**src/rtl/decode_stage_hz.sv**
```systemverilog
// Decode stage: IF/ID register, register file, field parser, control decode
// and load-use hazard detection sitting between IF and the ID/EX register.
module decode_stage_hz #(
  parameter int XLEN     = 32,
  parameter int NREG     = 32,
  parameter int BYPASS   = 1,
  parameter int ILLCNT_W = 8
) (
  input  logic                CLK,
  input  logic                RST_N,
  input  logic [31:0]         instr_in,
  input  logic [31:0]         pc_plus4_in,
  input  logic                valid_in,
  input  logic                stall_in,
  input  logic                flush_in,
  input  logic                wb_we,
  input  logic [4:0]          wb_addr,
  input  logic [XLEN-1:0]     wb_data,
  input  logic                ex_valid,
  input  logic                ex_memtoreg,
  input  logic [4:0]          ex_rt_addr,
  output logic [31:0]         pc_plus4_out,
  output logic                valid_out,
  output logic [4:0]          rs_addr,
  output logic [4:0]          rt_addr,
  output logic [4:0]          rd_addr,
  output logic [4:0]          shamt,
  output logic [25:0]         j_addr,
  output logic [XLEN-1:0]     imm_sext,
  output logic [XLEN-1:0]     imm_zext,
  output logic [XLEN-1:0]     rs_data,
  output logic [XLEN-1:0]     rt_data,
  output logic                RegWriteD,
  output logic                MemtoRegD,
  output logic                MemWriteD,
  output logic                BranchD,
  output logic                JumpD,
  output logic                RegDstD,
  output logic                LinkD,
  output logic [5:0]          ALUopD,
  output logic [5:0]          ALUfunctD,
  output logic                illegal,
  output logic                stall_out,
  output logic [ILLCNT_W-1:0] ill_cnt
);

  localparam int AW = $clog2(NREG);
  localparam logic [5:0] NREG_L = 6'(NREG);

  localparam logic [5:0] OP_RTYPE = 6'h00;
  localparam logic [5:0] OP_J     = 6'h02;
  localparam logic [5:0] OP_JAL   = 6'h03;
  localparam logic [5:0] OP_BEQ   = 6'h04;
  localparam logic [5:0] OP_BNE   = 6'h05;
  localparam logic [5:0] OP_ADDI  = 6'h08;
  localparam logic [5:0] OP_ADDIU = 6'h09;
  localparam logic [5:0] OP_ANDI  = 6'h0C;
  localparam logic [5:0] OP_ORI   = 6'h0D;
  localparam logic [5:0] OP_XORI  = 6'h0E;
  localparam logic [5:0] OP_LW    = 6'h23;
  localparam logic [5:0] OP_SW    = 6'h2B;

  localparam logic [5:0] F_SLL  = 6'h00;
  localparam logic [5:0] F_SRL  = 6'h02;
  localparam logic [5:0] F_SRA  = 6'h03;
  localparam logic [5:0] F_SLLV = 6'h04;
  localparam logic [5:0] F_SRLV = 6'h06;
  localparam logic [5:0] F_SRAV = 6'h07;
  localparam logic [5:0] F_JR   = 6'h08;
  localparam logic [5:0] F_ADD  = 6'h20;
  localparam logic [5:0] F_ADDU = 6'h21;
  localparam logic [5:0] F_SUB  = 6'h22;
  localparam logic [5:0] F_SUBU = 6'h23;
  localparam logic [5:0] F_AND  = 6'h24;
  localparam logic [5:0] F_OR   = 6'h25;
  localparam logic [5:0] F_XOR  = 6'h26;
  localparam logic [5:0] F_NOR  = 6'h27;
  localparam logic [5:0] F_SLT  = 6'h2A;

  logic [31:0]         instr_r;
  logic [31:0]         pc_r;
  logic                valid_r;
  logic [XLEN-1:0]     regs_r [NREG];
  logic [ILLCNT_W-1:0] cnt_r;
  logic                hazard_s;
  logic                legal_s, rw_s, m2r_s, mw_s, br_s, jmp_s, rdst_s, lnk_s;

  // Register 0 and addresses beyond the implemented file are hard-wired to zero.
  function automatic logic addr_ok(input logic [4:0] a);
    return (a != 5'd0) && ({1'b0, a} < NREG_L);
  endfunction

  assign rs_addr      = instr_r[25:21];
  assign rt_addr      = instr_r[20:16];
  assign rd_addr      = instr_r[15:11];
  assign shamt        = instr_r[10:6];
  assign j_addr       = instr_r[25:0];
  assign ALUopD       = instr_r[31:26];
  assign ALUfunctD    = instr_r[5:0];
  assign imm_sext     = {{(XLEN-16){instr_r[15]}}, instr_r[15:0]};
  assign imm_zext     = {{(XLEN-16){1'b0}}, instr_r[15:0]};
  assign pc_plus4_out = pc_r;
  assign ill_cnt      = cnt_r;

  assign hazard_s  = valid_r && ex_valid && ex_memtoreg && (ex_rt_addr != 5'd0) &&
                     ((ex_rt_addr == rs_addr) || (ex_rt_addr == rt_addr));
  assign stall_out = hazard_s | stall_in;
  assign valid_out = valid_r & ~hazard_s;

  // IF/ID pipeline register: flush beats stall/hazard hold, which beats load.
  always_ff @(posedge CLK or negedge RST_N) begin
    if (!RST_N) begin
      instr_r <= 32'd0;
      valid_r <= 1'b0;
      pc_r    <= 32'd0;
    end else if (flush_in) begin
      instr_r <= 32'd0;
      valid_r <= 1'b0;
      pc_r    <= pc_plus4_in;
    end else if (stall_in || hazard_s) begin
      instr_r <= instr_r;
      valid_r <= valid_r;
      pc_r    <= pc_r;
    end else begin
      instr_r <= instr_in;
      valid_r <= valid_in;
      pc_r    <= pc_plus4_in;
    end
  end

  // Register file write port.
  always_ff @(posedge CLK or negedge RST_N) begin
    if (!RST_N) begin
      for (int i = 0; i < NREG; i++) begin
        regs_r[i] <= '0;
      end
    end else if (wb_we && addr_ok(wb_addr)) begin
      regs_r[wb_addr[AW-1:0]] <= wb_data;
    end
  end

  // Combinational read ports with optional same-cycle forwarding from WB.
  always_comb begin
    rs_data = '0;
    rt_data = '0;
    if (!addr_ok(rs_addr)) begin
      rs_data = '0;
    end else if ((BYPASS != 0) && wb_we && (wb_addr == rs_addr)) begin
      rs_data = wb_data;
    end else begin
      rs_data = regs_r[rs_addr[AW-1:0]];
    end
    if (!addr_ok(rt_addr)) begin
      rt_data = '0;
    end else if ((BYPASS != 0) && wb_we && (wb_addr == rt_addr)) begin
      rt_data = wb_data;
    end else begin
      rt_data = regs_r[rt_addr[AW-1:0]];
    end
  end

  // Main control decode; unrecognised encodings leave every control bit low.
  always_comb begin
    legal_s = 1'b0;
    rw_s    = 1'b0;
    m2r_s   = 1'b0;
    mw_s    = 1'b0;
    br_s    = 1'b0;
    jmp_s   = 1'b0;
    rdst_s  = 1'b0;
    lnk_s   = 1'b0;
    case (instr_r[31:26])
      OP_RTYPE: begin
        case (instr_r[5:0])
          F_ADD, F_ADDU, F_SUB, F_SUBU, F_AND, F_OR, F_XOR, F_NOR, F_SLT,
          F_SLL, F_SRL, F_SRA, F_SLLV, F_SRLV, F_SRAV: begin
            legal_s = 1'b1;
            rw_s    = 1'b1;
            rdst_s  = 1'b1;
          end
          F_JR: begin
            legal_s = 1'b1;
            jmp_s   = 1'b1;
            rdst_s  = 1'b1;
          end
          default: legal_s = 1'b0;
        endcase
      end
      OP_LW: begin
        legal_s = 1'b1;
        rw_s    = 1'b1;
        m2r_s   = 1'b1;
      end
      OP_SW: begin
        legal_s = 1'b1;
        mw_s    = 1'b1;
      end
      OP_BEQ, OP_BNE: begin
        legal_s = 1'b1;
        br_s    = 1'b1;
      end
      OP_J: begin
        legal_s = 1'b1;
        jmp_s   = 1'b1;
      end
      OP_JAL: begin
        legal_s = 1'b1;
        rw_s    = 1'b1;
        jmp_s   = 1'b1;
        lnk_s   = 1'b1;
      end
      OP_ADDI, OP_ADDIU, OP_ANDI, OP_ORI, OP_XORI: begin
        legal_s = 1'b1;
        rw_s    = 1'b1;
      end
      default: legal_s = 1'b0;
    endcase
  end

  assign RegWriteD = valid_out & rw_s;
  assign MemtoRegD = valid_out & m2r_s;
  assign MemWriteD = valid_out & mw_s;
  assign BranchD   = valid_out & br_s;
  assign JumpD     = valid_out & jmp_s;
  assign RegDstD   = valid_out & rdst_s;
  assign LinkD     = valid_out & lnk_s;
  assign illegal   = valid_out & ~legal_s;

  // Saturating illegal-instruction counter; stalled or flushed slots do not count.
  always_ff @(posedge CLK or negedge RST_N) begin
    if (!RST_N) begin
      cnt_r <= '0;
    end else if (illegal && !stall_in && !flush_in && (cnt_r != {ILLCNT_W{1'b1}})) begin
      cnt_r <= cnt_r + ILLCNT_W'(1'b1);
    end
  end

endmodule
```
**config.mk**
```make
export PLATFORM = sky130hd
export DESIGN_NAME = decode_stage_hz
export DESIGN_NICKNAME = d
export VERILOG_FILES = /design/src/rtl/decode_stage_hz.sv
export SDC_FILE = /design/constraint.sdc
export NUM_CORES = 2
export LEC_CHECK = 0
export BUFFER_PORTS_ARGS = -buffer_cell sky130_fd_sc_hd__clkbuf_2
export CORE_ASPECT_RATIO = 1.5
export CORE_MARGIN = 4
export CORE_UTILIZATION = 60
export CTS_CLUSTER_SIZE = 24
export DETAILED_ROUTE_END_ITERATION = 8
export PLACE_DENSITY = 0.86
export SKIP_CTS_REPAIR_TIMING = 1
export SYNTH_ARGS = -nofsm -noshare
export SYNTH_HDL_FRONTEND = slang
export SYNTH_SLANG_ARGS = --single-unit
export TNS_END_PERCENT = 10
```
**constraint.sdc**
```tcl
create_clock -name CLK -period 4.8 [get_ports CLK]
set_input_delay 0.48 -clock CLK [delete_from_list [all_inputs] [get_ports CLK]]
set_output_delay 0.48 -clock CLK [all_outputs]
set_load 0.02 [all_outputs]
```
==> results.yml <==
status:
  violations: "design-rule violations, negative hold slack"
  outcome: "finished, violations left"
yosys:
  synth-simple-area-share: 0.0274
  yosysSeqAreaShare: 0.460
  synthXorXnorAreaFrac: 0.00396
  avgSynthCellArea_um2: 14.2
  ys_warn_count: 0
  synth_area_mm2: 0.0597
  synth_top_area_cell: "dfrtp_1"
  ys_async_sr_fraction: 1.00
  ys_ff_latch: 1097
  yosysTopAreaCellShare: 0.460
  synthMuxAreaShare: 0.413
  yosysMostFrequentCell: "mux2_2"
  synth_compound_area_frac: 0.0473
  synth-adder-area-share: 0.000210
  synth-main-ff-cell: "dfrtp_1"
  yosysUniqueCellTypes: 71
  synthesis.instances: 4200
  synth_common_cells: "mux2_2, dfrtp_1, mux4_2, mux2i_1, clkbuf_1"
  synth_top_family_by_area: "multiplexers"
  yosys-top-cells-area: "dfrtp_1, mux2_2, mux4_2"
  synth_edf_count: 0
critical_path:
  cpPeakStageDelay_ps: 950
  arrival_ps: 4150
  cp.required_ps: 4320
  cp-start-kind: "flop"
  slowest_stage: "dfrtp_4"
  cp_cell_sequence: "xnor2_1 > nand2_1 > or2_2 > and2_1 > o311ai_0 > a31oi_1 > clkbuf_2"
  end_kind: "primary output"
  crit_fanout: 40
  path_class: "flop to primary output"
power:
  p_total_w: 0.0268
  power_frac_clock: 0.325
  ir_worst_vdd_v: 0.000266
  intPower_w: 0.0191
  powerDensity_mw_per_mm2: 409
  pwr-share-seq: 0.461
  combPwrFrac: 0.214
  p_leak_nw: 28.1
  swShare: 0.287
  p_sw_w: 0.00769
sta:
  hold_violations: 5
  final.setup.tns_ps: 0
  rsz0062_at_grt: "no"
  fmax_mhz: 216
  setup_viol: 0
  fin_hold_ws_ps: -7.66
  period_share: 0.964
  maxSlewViolCount: 0
  tightestPinTransition_ps: 1210
  clock_skew_ps: 23.6
  slew_headroom: 0.190
  min_period_ps: 4630
global_route:
  use_met3: 0.111
  busiest_layer: "met2"
  use_met2: 0.553
  gr-usage-met1: 0.428
  antenna_found_initial: 16
  grt_overflow: 0
  grt_usage: 0.357
  grt_pass1_wl_um: 278000
  grt_max_degree: 126
  grt_pass1_vias: 42800
route:
  dr_total_vias: 41600
  first_iter_violations: 5320
  first_pass_iters: 8
  viasPerCell: 7.38
  wire_per_inst_um: 33.7
  drt_wl_total_um: 190000
  ant_nets: 0
  drc_errors: 1
cts:
  cts.clk_slew.worst_paths_ps: 70
  clockBufferDepth: 3
  htree_levels: 3
  clkSinkCount: 1097
  cts_buffers: 103
  tritoncts: "built"
  ctsRootBufferMaster: "clkbuf_16"
  insertion_delay_ps: 720
worst_hold_path:
  hold_class: "input port to flop"
place:
  dpl_cell_area_mm2: 0.0618
  port-buffer-count: 333
  dp.cells: 5421
  gp_congestion: 0.909
  hpwlAfterDp_um: 114000
cells_and_area:
  fillCellCount: 6517
  postLayoutCellArea_mm2: 0.0655
  area_growth_pct: 9.83
  layout.cells.non_filler: 5638
  fin_nets: 4372
  drive_gt1_frac: 0.515
  utilization: 0.664
die:
  core_area_mm2: 0.0986
  start_util: 0.605
  dieArea_mm2: 0.105
  die_w_um: 265
  fp.dieH_um: 394
  io_pins: 350
  rows: 141
flow_run:
  drv_cap: 0
## power groups by stage
| stage | logic, W | clock network, W | registers, W |
|---|---|---|---|
| final | 0.00573 | 0.00871 | 0.0123 |
| after floorplan | 0.00426 | 0 | 0.0119 |
| after CTS | 0.00567 | 0.00874 | 0.0122 |
| after global placement | 0.00542 | 0 | 0.0122 |
| after global routing | 0.00607 | 0.00913 | 0.0125 |
| after detailed placement | 0.00561 | 0 | 0.0124 |
## path summary, 6_finish.rpt
check | start | endpoint | slack [ps] | depth (start not counted)
max in group asynchronous | RST_N | regs_r[204] | 3030 | 3
min in group asynchronous | RST_N | regs_r[741] | 450 | 2
setup reg to reg | instr_r[17] | instr_r[24] | 990 | 8
hold reg to reg | regs_r[997] | regs_r[997] | 390 | 0
hold / removal | pc_plus4_in[29] | pc_plus4_out[29] | -8 | 2
setup / recovery | instr_r[17] | rt_data[4] | 170 | 7
## critical path: cells and delay by family (launching register included)
| family | cells | cell delay, ps |
|---|---|---|
| and+or+nand+nor | 3 | 1360 |
| DFF | 1 | 950 |
| AOI/OAI and AO/OA | 2 | 730 |
| buffers and inverters | 1 | 250 |
| xor gates and xnor gates | 1 | 120 |
## placed cells by master (no fill, tap or decap), drive strengths merged, types with 7 or more instances in the layout
cell type and n:
and2 12, nor2b 32, mux4 411, a22oi 7, a22o 31, a211oi 38, diode 9, o221ai 38
conb 16, a2111oi 16, xnor2 23, nor3b 7, o21ai 58, nor3 24, dfrtp 1097, mux2i 249
a21oi 45, a31oi 7, mux2 1138, o22ai 46, o21bai 20, clkbuf 483, bufinv 10, dlygate4sd3 18
and3 7, clkinv 23, inv 12, a221oi 44, nand4 10, nand2 90, o31ai 15, nor2 94
buf 130, nand3 31
## cell type report
cell class | instances | area (um2) | share of cell area
sequential | 1097 | 27500 | 0.419
inverter | 9 | 33.8 | 0.000516
antenna | 9 | 22.5 | 0.000344
timing repair buffer | 480 | 3230 | 0.0492
multi-input combinational | 2566 | 29600 | 0.452
clock buffer | 151 | 3080 | 0.0470
clock inverter | 39 | 483 | 0.00737
tap | 1287 | 1610 | 0.0246
## routing by layer
| layer | vias up | share of wire |
|---|---|---|
| li1 | 16000 | - |
| met1 | 21500 | 0.33 |
| met2 | 3145 | 0.46 |
| met3 | 931 | 0.12 |
| met4 | 14 | 0.083 |
| met5 | - | 0.00048 |
## metrics by stage
stage | setup WS, ps | hold WS (ps)
floorplan | 1750 | 184
global placement | 1110 | 377
detailed placement | 1110 | 384
CTS | 344 | -129
global route | 86.8 | 0.789
finish | 175 | -7.66
## flip-flops by register name, summed over array words and instances (netlist names)
register and count:
ill_cnt 8, instr_r 32, valid_r 1, regs_r 1024
pc_plus4_out 32
## cells by family (layout without fill, tap and decap cells)
| kind of cell | after synthesis | in the layout |
|---|---|---|
| AOI/OAI and AO/OA | 388 | 388 |
| xor gates and xnor gates | 27 | 27 |
| adders and majority gates | 1 | 1 |
| buffers and inverters | 552 | 679 |
| DFF | 1097 | 1097 |
| muxes | 1798 | 1798 |
| other | 1 | 25 |
| and+or+nand+nor | 336 | 336 |
Power figures use the tool's default switching activity.
